[config.mk]
export PLATFORM = sky130hd
export DESIGN_NAME = video2ram_flat
export DESIGN_NICKNAME = d
export VERILOG_FILES = /design/src/rtl/video2ram_if.sv /design/src/rtl/video2ram.sv /design/src/flat_wrapper.sv
export SDC_FILE = /design/constraint.sdc
export NUM_CORES = 1
export LEC_CHECK = 0
export CAP_MARGIN = 20
export CORE_MARGIN = 1.5
export CORE_UTILIZATION = 50
export DETAILED_ROUTE_END_ITERATION = 12
export PLACE_DENSITY = 0.7
export SETUP_SLACK_MARGIN = 0.15
export SLEW_MARGIN = 40
export SYNTH_ARGS = -nofsm -noshare
export SYNTH_HDL_FRONTEND = slang
export SYNTH_SLANG_ARGS = --single-unit
export TNS_END_PERCENT = 1
[constraint.sdc]
create_clock -name clock -period 6.1 [get_ports clock]
set_clock_uncertainty 0.05 [all_clocks]
set_input_delay 0.915 -clock clock [delete_from_list [all_inputs] [get_ports clock]]
set_output_delay 0.915 -clock clock [all_outputs]
set_load 0.01 [all_outputs]
[src/rtl/video2ram_if.sv]
// Pixel-stream and RAM-write bundle between the video capture block and its environment.
// The master side is the capture block: it consumes video/sync and drives the RAM write port.
interface video2ram_if;
  logic [23:0] video_in;
  logic        hsync_in;
  logic        vsync_in;
  logic [13:0] wraddr;
  logic [23:0] wrdata;
  logic        wren;

  modport master (input video_in, hsync_in, vsync_in, output wraddr, wrdata, wren);
  modport slave  (output video_in, hsync_in, vsync_in, input wraddr, wrdata, wren);
endinterface

[src/rtl/video2ram.sv]
// Captures a windowed region of the digital video stream into a ring-organised line buffer,
// recovering X/Y from sync edges and raising a sticky start request once the source is locked.
module video2ram #(
  parameter int H_CAPTURE_START    = 128,
  parameter int H_CAPTURE_END      = 768,
  parameter int V_CAPTURE_START    = 36,
  parameter int V_CAPTURE_END      = 516,
  parameter int BUFFER_LINE_LENGTH = 640,
  parameter int RAM_NUMWORDS       = 15360,
  parameter int TRIGGER_LINE       = 2
) (
  input  logic        clock,
  input  logic        reset,
  video2ram_if.master bus,
  output logic        field,
  output logic        locked,
  output logic        starttrigger
);
  localparam logic [11:0] H_START  = 12'(H_CAPTURE_START);
  localparam logic [11:0] H_END    = 12'(H_CAPTURE_END);
  localparam logic [11:0] V_START  = 12'(V_CAPTURE_START);
  localparam logic [11:0] V_END    = 12'(V_CAPTURE_END);
  localparam logic [11:0] TRIG_Y   = 12'(V_CAPTURE_START + TRIGGER_LINE);
  localparam logic [13:0] LINE_LEN = 14'(BUFFER_LINE_LENGTH);
  localparam logic [14:0] WRAP_AT  = 15'(RAM_NUMWORDS - BUFFER_LINE_LENGTH + 1);

  logic [23:0] pix1;
  logic        hs1, vs1, hs2, vs2;
  logic [11:0] x, y, x_len;
  logic [13:0] addr_x, addr_y;
  logic        vs_pending, y_sync;
  logic [1:0]  vs_count;

  logic        hs_fall, vs_fall, y_clear, capture;
  logic [11:0] x_cur, y_cur;
  logic [13:0] addr_x_use, addr_y_cur;
  logic [14:0] addr_y_inc;
  logic [1:0]  vs_count_nxt;

  // x_cur/y_cur are the coordinates of the pixel currently held in stage 1.
  always_comb begin
    hs_fall = hs2 & ~hs1;
    vs_fall = vs2 & ~vs1;
    y_clear = hs_fall & (vs_pending | vs_fall);

    if (hs_fall)            x_cur = 12'd0;
    else if (x == 12'hFFF)  x_cur = x;
    else                    x_cur = x + 12'd1;

    // Y only counts once a vsync has anchored it, so a reset mid-frame never captures garbage lines.
    y_cur = y;
    if (y_clear)                                  y_cur = 12'd0;
    else if (hs_fall && y_sync && y != 12'hFFF)   y_cur = y + 12'd1;

    addr_y_inc = {1'b0, addr_y} + {1'b0, LINE_LEN};
    addr_y_cur = addr_y;
    if (y_clear)
      addr_y_cur = 14'd0;
    else if (hs_fall && y >= V_START && y < V_END)
      addr_y_cur = (addr_y_inc >= WRAP_AT) ? 14'd0 : addr_y_inc[13:0];

    addr_x_use = hs_fall ? 14'd0 : addr_x;
    capture = (x_cur >= H_START) && (x_cur < H_END) && (y_cur >= V_START) && (y_cur < V_END);

    vs_count_nxt = (vs_fall && vs_count != 2'd2) ? vs_count + 2'd1 : vs_count;
  end

  always_ff @(posedge clock or posedge reset) begin
    if (reset) begin
      pix1         <= 24'd0;
      hs1          <= 1'b1;
      vs1          <= 1'b1;
      hs2          <= 1'b1;
      vs2          <= 1'b1;
      x            <= 12'd0;
      y            <= 12'd0;
      x_len        <= 12'd0;
      addr_x       <= 14'd0;
      addr_y       <= 14'd0;
      vs_pending   <= 1'b0;
      y_sync       <= 1'b0;
      vs_count     <= 2'd0;
      field        <= 1'b0;
      locked       <= 1'b0;
      starttrigger <= 1'b0;
      bus.wren     <= 1'b0;
      bus.wraddr   <= 14'd0;
      bus.wrdata   <= 24'd0;
    end else begin
      pix1 <= bus.video_in;
      hs1  <= bus.hsync_in;
      vs1  <= bus.vsync_in;
      hs2  <= hs1;
      vs2  <= vs1;

      x      <= x_cur;
      y      <= y_cur;
      addr_y <= addr_y_cur;
      if (hs_fall) x_len <= x;

      // A vsync edge coinciding with an hsync edge is consumed on that same edge via y_clear.
      if (hs_fall)      vs_pending <= 1'b0;
      else if (vs_fall) vs_pending <= 1'b1;
      if (y_clear)      y_sync     <= 1'b1;

      if (vs_fall) field <= (x_cur >= (x_len >> 1));

      vs_count <= vs_count_nxt;
      locked   <= (vs_count_nxt == 2'd2);
      if (hs_fall && locked && y_cur == TRIG_Y) starttrigger <= 1'b1;

      if (capture)                          addr_x <= addr_x_use + 14'd1;
      else if (hs_fall || x_cur < H_START)  addr_x <= 14'd0;

      bus.wren <= capture;
      if (capture) begin
        bus.wraddr <= addr_y_cur + addr_x_use;
        bus.wrdata <= pix1;
      end
    end
  end
endmodule
[src/flat_wrapper.sv]
// flat-port wrapper written by rule: the top's interface ports become plain ports
module video2ram_flat 
#(
  parameter int H_CAPTURE_START    = 128,
  parameter int H_CAPTURE_END      = 768,
  parameter int V_CAPTURE_START    = 36,
  parameter int V_CAPTURE_END      = 516,
  parameter int BUFFER_LINE_LENGTH = 640,
  parameter int RAM_NUMWORDS       = 15360,
  parameter int TRIGGER_LINE       = 2
)
  (clock, reset, field, locked, starttrigger, bus_video_in, bus_hsync_in, bus_vsync_in, bus_wraddr, bus_wrdata, bus_wren);
  video2ram_if bus_i ();
  input  logic clock;
  input  logic reset;
  output logic field;
  output logic locked;
  output logic starttrigger;
  input wire logic [$bits(bus_i.video_in)-1:0] bus_video_in;
  input wire logic [$bits(bus_i.hsync_in)-1:0] bus_hsync_in;
  input wire logic [$bits(bus_i.vsync_in)-1:0] bus_vsync_in;
  output wire logic [$bits(bus_i.wraddr)-1:0] bus_wraddr;
  output wire logic [$bits(bus_i.wrdata)-1:0] bus_wrdata;
  output wire logic [$bits(bus_i.wren)-1:0] bus_wren;
  assign bus_i.video_in = bus_video_in;
  assign bus_i.hsync_in = bus_hsync_in;
  assign bus_i.vsync_in = bus_vsync_in;
  assign bus_wraddr = bus_i.wraddr;
  assign bus_wrdata = bus_i.wrdata;
  assign bus_wren = bus_i.wren;
  video2ram #(.H_CAPTURE_START(H_CAPTURE_START), .H_CAPTURE_END(H_CAPTURE_END), .V_CAPTURE_START(V_CAPTURE_START), .V_CAPTURE_END(V_CAPTURE_END), .BUFFER_LINE_LENGTH(BUFFER_LINE_LENGTH), .RAM_NUMWORDS(RAM_NUMWORDS), .TRIGGER_LINE(TRIGGER_LINE)) u_core (.clock(clock), .reset(reset), .bus(bus_i), .field(field), .locked(locked), .starttrigger(starttrigger));
endmodule
==> results.yml, run 1 <==
status:
  outcome: "complete, no violations"
detailed_routing:
  num_vias: 5245
  route.detailed.drc: 0
  wl_per_cell_um: 15.4
  wl_um: 14500
  first_iter_violations: 488
  final_antenna_net_count: 0
  drtPass1Iterations: 5
  post_drt_via_cell_ratio: 5.58
timing:
  tns_ps: 0
  maxSlewViolCount: 0
  fin_crit_sh_pct: 76.8
  timing.final.hold_violations: 0
  rsz0062_at_grt: "no"
  min_period_ps: 4680
  maxSlewHeadroom_pct: 44.5
  tightest_slew_ps: 812
  max_freq_mhz: 214
  setup-violations-final: 0
finish:
  areaGrowthSynthToFinish_pct: 20.6
  multiInputGateArea_um2: 3040
  final_util_pct: 61.4
  final_net_count: 812
  regArea_um2: 3430
  final_cell_area_um2: 8090
  fin_cells: 940
  drive_gt1_share_pct: 6.81
  fillers: 1096
  n_antenna_cell: 0
die:
  core_area_um2: 13200
  die_w_um: 119
  io_pins: 70
  initial_utilization_pct: 50.9
  die_area_um2: 14100
  num_rows: 42
  die_h_um: 119
global_routing:
  grt_pass1_vias: 5342
  antenna_found_initial: 0
  track_usage_pct: 22.1
  grt_max_degree: 91
  grt_pass1_wl_um: 24800
  overflow: 0
cts:
  clk_pin_slew_ps: 60
  numCtsBuffers: 17
  cts_setup_buffers: 0
  cts_resized: 0
  numClockSinks: 137
  htree_num_levels: 4
  cts_tree: "done"
  cts-root-buf: "clkbuf_16"
  cts_hold_buf: 0
  clockBufferDepth: 2
  worstSkewPairLatency_ps: 420
placement:
  portBuffers: 69
  dp_hpwl_um: 9980
  dp.cells: 909
  placed_area_um2: 7530
  place.gp.congestion: 0.863
synthesis:
  synth_warnings: 0
  synth_top_area_share_pct: 49.6
  synth-edff-count: 0
  avgSynthCellArea_um2: 9.81
  synth-main-ff-cell: "dfrtp_1"
  synth_cells: 684
  yosys-top-cells-area: "dfrtp_1 50%, nand2_1 7.2%, ha_1 5.8%"
  synth_seq_area_share_pct: 51.2
  synth_top_area_cell: "dfrtp_1"
  async_flop_share_pct: 100
  syn_nets: 744
  synth_common_cells: "133 x dfrtp_1, 129 x nand2_1, 40 x a21oi_1, 39 x o21ai_0, 36 x nor2_1"
  yosysMostFrequentCell: "dfrtp_1"
  ys_ff_latch: 137
  syn_area_um2: 6710
  ys_types: 67
setup_path:
  cp_slowest_stage_delay_ps: 570
  crit_type: "reg -> reg"
  cp_cell_sequence: "nor4_1 > nor4b_1 > o22ai_1 > nand2_1 > inv_1 > maj3_1 > a31oi_1 > and2_1 > ha_1 > inv_1 > fa_1 > nor2b_1 > o31a_1 > o211ai_1 > nand2_1 > a21oi_1 > a21oi_1 > o21a_1 > o31ai_1"
  crit_path_start_kind: "flip-flop"
  slowest_stage: "a31oi_1"
  cp-end-kind: "flip-flop"
  cp_max_fo: 8
  arrival_ps: 4910
  crit_required_ps: 6330
flow_run:
  drv_cap: 0
worst_hold_path:
  hp-class: "reg -> reg"
pwr:
  leakage_nw: 3.73
  peakVddDrop_mv: 0.229
  power_density_nw_per_um2: 272
stage by stage:
stage | worst slack, ps | power, W | hold WS [ps]
6_report | 1420 | 0.00220 | 323
5_1_grt | 1140 | 0.00231 | 324
4_1_cts | 1490 | 0.00223 | 320
3_5_place_dp | 1530 | 0.00124 | 317
3_3_place_gp | 1650 | 0.00122 | 313
2_1_floorplan | 1470 | 0.00116 | 308
report_power, final:
| part | total (W) | internal [W] | switching (W) |
|---|---|---|---|
| Clock | 0.000980 | 0.000572 | 0.000408 |
| Sequential | 0.00100 | 0.000960 | 0.0000417 |
| Combinational | 0.000220 | 0.0000994 | 0.000120 |
| Total | 0.00220 | 0.00163 | 0.000570 |
per-layer routing:
| metal | wire length, um | share of wire (%) | GRT usage [%] |
|---|---|---|---|
| met1 | 6490 | 45 | 28.0 |
| met2 | 6870 | 47 | 35.0 |
| met3 | 720 | 5.0 | 6.03 |
| met4 | 436 | 3.0 | 10.9 |
| met5 | 0 | 0 | 0 |
cell families after synthesis:
| family | share of synthesized area (%) |
|---|---|
| AOI/OAI and AO/OA | 13.4 |
| xor gates and xnor gates | 3.65 |
| adders and majority gates | 6.23 |
| buffers and inverters | 3.52 |
| DFF | 51.2 |
| muxes | 0.839 |
| and+or+nand+nor | 21.2 |
area by class of cell:
type                    instances  area share, %
clock buffers                  18           5.43
clock inverters                13           1.53
inverters                      28           1.41
multi-input cells             495           37.6
flip-flops and latches        137           42.4
well taps                     176           2.72
repair buffers                 73           8.90
worst max-delay path, delay by kind of cell, from the launching register on:
family / cells / cell delay, ps
adder cells (fa/ha/maj): 3 / 960
AO/OA/AOI/OAI: 8 / 1520
AND/OR/NAND/NOR: 6 / 1510
buffers and inverters: 2 / 90
flip-flops: 1 / 390
layout by cell type, fill, tap and decap left out, drive strengths merged, types with 13 or more instances in the layout:
cell type | Yosys | final
xor2 | 15 | 15
dfrtp | 133 | 133
nand3 | 23 | 23
clkbuf | 11 | 18
o21ai | 40 | 40
ha | 31 | 31
clkdlybuf4s50 | 0 | 69
xnor2 | 13 | 13
and2 | 20 | 20
inv | 27 | 29
nor2 | 36 | 36
a21oi | 40 | 40
nand2 | 129 | 129
flip-flops by register name (all words and copies together) (netlist names):
signal,cells
u_core.hs1,1
u_core.vs1,1
u_core.vs2,1
u_core.addr_x,14
u_core.bus.wren,1
u_core.field,1
u_core.starttrigger,1
u_core.pix1,24
u_core.x_len,11
u_core.y,12
u_core.bus.wrdata,24
u_core.locked,1
u_core.bus.wraddr,14
u_core.vs_count,2
u_core.y_sync,1
u_core.addr_y,14
u_core.hs2,1
u_core.vs_pending,1
u_core.x,12
worst paths after layout:
kind	from	endpoint	slack [ps]	cells past startpoint
min in group asynchronous	reset	u_core.pix1[8]$_DFF_PP0_	950	2
min reg2reg	u_core.vs1$_DFF_PP1_	u_core.vs2$_DFF_PP1_	320	0
max	u_core.addr_y[1]$_DFF_PP0_	u_core.bus.wraddr[12]$_DFFE_PP0P_	1420	19
min	u_core.vs1$_DFF_PP1_	u_core.vs2$_DFF_PP1_	320	0
max in group asynchronous	reset	u_core.addr_y[4]$_DFF_PP0_	3960	3
max reg2reg	u_core.addr_y[1]$_DFF_PP0_	u_core.bus.wraddr[12]$_DFFE_PP0P_	1420	19
(Power assumes the default switching activity.)
==> run 2, diff against run 1 <==
clock period = 4.6 ns   (was 6.1 ns; I/O delays follow)
==> results.yml, run 2 (synthesis results as in run 1) <==
timing:
  fin_crit_sh_pct: 88.6
  tightest_slew_ps: 693
  setup-violations-final: 0
  tns_ps: 0
  timing.final.hold_violations: 0
  maxSlewHeadroom_pct: 53.7
  fin_ws_ps: 523
  max_freq_mhz: 245
  maxSlewViolCount: 0
  rsz0062_at_grt: "no"
  min_period_ps: 4080
flow_run:
  drv_cap: 0
die:
  num_rows: 42
  die_area_um2: 14100
  io_pins: 70
  die_w_um: 119
  initial_utilization_pct: 50.9
  die_h_um: 119
  core_area_um2: 13200
cts:
  clk_pin_slew_ps: 60
  clockBufferDepth: 2
  numCtsBuffers: 17
  cts_hold_buf: 0
  numClockSinks: 137
  cts-root-buf: "clkbuf_16"
  worstSkewPairLatency_ps: 420
  htree_num_levels: 4
  cts_tree: "done"
finish:
  top_regs: "u_core.bus.wrdata x24, u_core.pix1 x24"
  drive_gt1_share_pct: 7.42
  n_antenna_cell: 0
  fin_cells: 944
  final_cell_mix: "133 x dfrtp_1, 129 x nand2_1, 69 x clkdlybuf4s50_1, 40 x a21oi_1, 38 x o21ai_0"
  final_common_cell: "dfrtp_1"
  final_net_count: 815
  areaGrowthSynthToFinish_pct: 22.2
placement:
  dp.cells: 912
  dp_hpwl_um: 10100
  dp_slack_ps: 353
  place.gp.congestion: 0.849
  portBuffers: 69
detailed_routing:
  num_vias: 5198
  drtPass1Iterations: 4
  route.detailed.drc: 0
  post_drt_via_cell_ratio: 5.51
  final_antenna_net_count: 0
  wl_per_cell_um: 15.3
  wl_um: 14500
  first_iter_violations: 342
global_routing:
  grt_pass1_wl_um: 25100
  grt_pass1_vias: 5297
  grt_max_degree: 54
  track_usage_pct: 22.2
  overflow: 0
  antenna_found_initial: 0
setup_path:
  arrival_ps: 4340
  cp_slowest_stage_delay_ps: 400
  cp-end-kind: "flip-flop"
  crit_required_ps: 4870
  cp_cell_sequence: "nor4_1 > nor4b_2 > o22ai_1 > nand2_1 > inv_1 > maj3_1 > a31oi_4 > and2_1 > ha_1 > inv_1 > fa_1 > nor2b_1 > o31a_1 > o211ai_1 > nand2_1 > a21oi_1 > a21oi_1 > nor3_1 > o31ai_1"
  crit_path_start_kind: "flip-flop"
  slowest_stage: "nor4_1"
  crit_type: "reg -> reg"
  cp_max_fo: 8
pwr:
  peakVddDrop_mv: 0.299
  leakage_nw: 3.79
  power_density_nw_per_um2: 370
worst_hold_path:
  hp-class: "reg -> reg"
status:
  outcome: "complete, no violations"
run 2: cell type report:
class	count	area, um2
fill	1101	4990
sequential	137	3430
multi-input combinational	495	3070
timing repair buffer	76	756
clock buffer	20	457
tap	176	220
clock inverter	12	163
inverter	28	109
run 2: per-layer routing:
layer  GRT usage, %  routed length [um]  vias to the layer above
li1               -                   -                     2542
met1           27.5                6250                     2532
met2           36.6                7200                       95
met3           6.90                 684                       29
met4           8.73                 316                        0
met5              0                   0                        -
run 2: power breakdown:
group          total, W  switching, W  internal, W
clock network   0.00141      0.000526     0.000888
registers       0.00133     0.0000546      0.00127
logic          0.000290      0.000157     0.000133
total           0.00303      0.000738      0.00229
run 2: repair_timing:
item / 4_1_cts / 5_1_grt
buffers inserted: 0 / 0
hold endpoints to repair: 0 / 0
gates resized for setup: 0 / 3
setup endpoints to repair: 0 / 6
run 2: critical path: cells and delay by family (launching register included):
kind,cells,cell delay [ps]
buf+inv,2,110
flops,1,380
simple gates,7,1320
compound gates,7,1160
fa+ha+maj,3,970
run 2: worst paths after layout:
path | start | end | slack, ps | cells past startpoint
max in group asynchronous | reset | u_core.bus.wrdata[23]$_DFFE_PP0P_ | 2930 | 3
worst max register to register | u_core.addr_y[4]$_DFF_PP0_ | u_core.bus.wraddr[12]$_DFFE_PP0P_ | 520 | 19
worst max-delay path | u_core.addr_y[4]$_DFF_PP0_ | u_core.bus.wraddr[12]$_DFFE_PP0P_ | 520 | 19
min in group asynchronous | reset | u_core.pix1[8]$_DFF_PP0_ | 660 | 2
worst min-delay path | u_core.vs1$_DFF_PP1_ | u_core.vs2$_DFF_PP1_ | 320 | 0
worst min register to register | u_core.vs1$_DFF_PP1_ | u_core.vs2$_DFF_PP1_ | 320 | 0
run 2: through the flow:
stage	cell area [um2]	power (W)	hold slack [ps]	utilization (%)
floorplan	6710	0.00153	308	-
global placement	7560	0.00162	313	57.3
detailed placement	7560	0.00164	314	57.3
CTS	8180	0.00306	325	62.0
global route	8200	0.00317	331	62.2
finish	8200	0.00303	323	62.2
==> run 3, diff against run 2 <==
CORE_UTILIZATION = 35   (was 50)
PLACE_DENSITY = 0.52   (was 0.7)
clock period = 3.85 ns   (was 4.6 ns; I/O delays follow)
==> results.yml, run 3 (synthesis results as in run 1) <==
detailed_routing:
  wl_um: 15400
  wl_per_cell_um: 14.9
  final_antenna_net_count: 0
  drtPass1Iterations: 4
  route.detailed.drc: 0
  post_drt_via_cell_ratio: 5.11
  first_iter_violations: 262
  num_vias: 5289
global_routing:
  grt_pass1_wl_um: 26200
  grt_pass1_vias: 5341
  antenna_found_initial: 0
  grt_max_degree: 42
  overflow: 0
  track_usage_pct: 16.5
die:
  num_rows: 50
  die_h_um: 141
  initial_utilization_pct: 35.8
  die_area_um2: 20000
  io_pins: 70
  die_w_um: 141
  core_area_um2: 18800
setup_path:
  r2r-start: "u_core.addr_y[7]$_DFF_PP0_"
  ff2ff_setup_slack_ps: 80
  crit_end: "u_core.bus.wraddr[12]$_DFFE_PP0P_"
  crit_type: "reg -> reg"
  crit_path_start_kind: "flip-flop"
  cp_slowest_stage_delay_ps: 420
  arrival_ps: 4050
  reg2regPathDepth: 22
  cp_max_fo: 5
  cp_cell_sequence: "inv_2 > ha_4 > nor4_4 > a21oi_1 > o22ai_1 > nand2_1 > inv_1 > maj3_2 > a31oi_2 > buf_4 > and2_4 > ha_4 > inv_2 > fa_2 > nor2b_2 > o31a_1 > o211ai_1 > nand2_1 > a21oi_2 > a21oi_2 > o21a_1 > o31ai_1"
  reg2reg_to: "u_core.bus.wraddr[12]$_DFFE_PP0P_"
  cp-end-kind: "flip-flop"
  slowest_stage: "dfrtp_2"
  crit_required_ps: 4130
  startpoint: "u_core.addr_y[7]$_DFF_PP0_"
cts:
  numClockSinks: 137
  htree_num_levels: 4
  clk_pin_slew_ps: 60
  clockBufferDepth: 2
  cts_tree: "done"
  numCtsBuffers: 17
  worstSkewPairLatency_ps: 420
  cts-root-buf: "clkbuf_16"
pwr:
  power_density_nw_per_um2: 414
  leakage_nw: 3.97
  finalPower_w: 0.00359
  peakVddDrop_mv: 0.267
timing:
  maxSlewHeadroom_pct: 55.4
  timing.final.hold_violations: 0
  maxSlewViolCount: 0
  min_period_ps: 3770
  fin_crit_sh_pct: 98.0
  tns_ps: 0
  fin_ws_ps: 76.4
  tightest_slew_ps: 664
  setup-violations-final: 0
  rsz0062_at_grt: "yes"
  max_freq_mhz: 265
placement:
  portBuffers: 69
  place.gp.congestion: 0.844
  dp_slack_ps: -159
  dp.cells: 992
  dp_hpwl_um: 10600
finish:
  top_regs: "u_core.bus.wrdata x24, u_core.pix1 x24"
  final_cell_mix: "131 x dfrtp_1, 129 x nand2_1, 69 x clkdlybuf4s50_1, 37 x o21ai_0, 37 x buf_4"
  areaGrowthSynthToFinish_pct: 29.2
  final_common_cell: "dfrtp_1"
  fillers: 1797
  fin_cells: 1035
  drive_gt1_share_pct: 14.5
  n_antenna_cell: 0
  final_util_pct: 46.2
  final_net_count: 848
status:
  outcome: "complete, no violations"
flow_run:
  drv_cap: 0
worst_hold_path:
  hold_depth: 0
  hp-class: "reg -> reg"
[run 3: cell types whose count changed in the layout (fill, tap and decap cells not counted), sizes merged]
cell / previous run / this run
clkbuf: 20 / 18
clkinv: 4 / 7
buf: 7 / 40
bufinv: 3 / 2
[run 3: report_power, final]
part	internal (W)	switching, W
Combinational	0.000166	0.000188
Sequential	0.00152	0.0000648
Clock	0.000984	0.000665
Total	0.00267	0.000917
[run 3: how the worst min path moves through the flow]
stage / start / endpoint / slack (ps)
final: u_core.vs1$_DFF_PP1_ / u_core.vs2$_DFF_PP1_ / 330
after detailed placement: u_core.vs1$_DFF_PP1_ / u_core.vs2$_DFF_PP1_ / 320
after CTS: u_core.vs1$_DFF_PP1_ / u_core.vs2$_DFF_PP1_ / 330
after global placement: u_core.vs1$_DFF_PP1_ / u_core.vs2$_DFF_PP1_ / 310
after floorplan: u_core.vs1$_DFF_PP1_ / u_core.vs2$_DFF_PP1_ / 310
after global routing: u_core.vs1$_DFF_PP1_ / u_core.vs2$_DFF_PP1_ / 330
[run 3: routing by layer]
metal	wire length, um	vias up	global-route usage (%)
met5	0	-	0
met4	267	0	5.75
met3	564	21	3.54
met2	7460	103	27.4
met1	7150	2552	21.3
li1	-	2613	-
[run 3: layout make-up]
cell class	count	area, um2	area share (%)
multi-input cells	495	3200	36.9
flip-flops and latches	137	3440	39.6
repair buffers	109	1030	11.9
clock buffers	18	439	5.07
clock inverters	14	160	1.85
well taps	234	293	3.38
inverters	28	110	1.27
[run 3: critical path, delay by kind of cell (launching register included)]
kind | cells | cell delay (ps)
compound gates | 9 | 1400
fa+ha+maj | 4 | 760
simple gates | 5 | 680
flops | 1 | 420
buf+inv | 4 | 370
[run 3: stage by stage]
stage	instance area [um2]	hold slack (ps)
6_report	8670	326
3_5_place_dp	7830	320
3_3_place_gp	7800	313
4_1_cts	8520	325
5_1_grt	8670	333
2_1_floorplan	6710	308
[run 3: what timing repair did]
item / 4_1_cts / 5_1_grt
setup endpoints to repair: 8 / 9
setup buffers: 7 / 4
hold buffers: 0 / 0
pin swaps: 9 / 17
gates resized for setup: 13 / 21
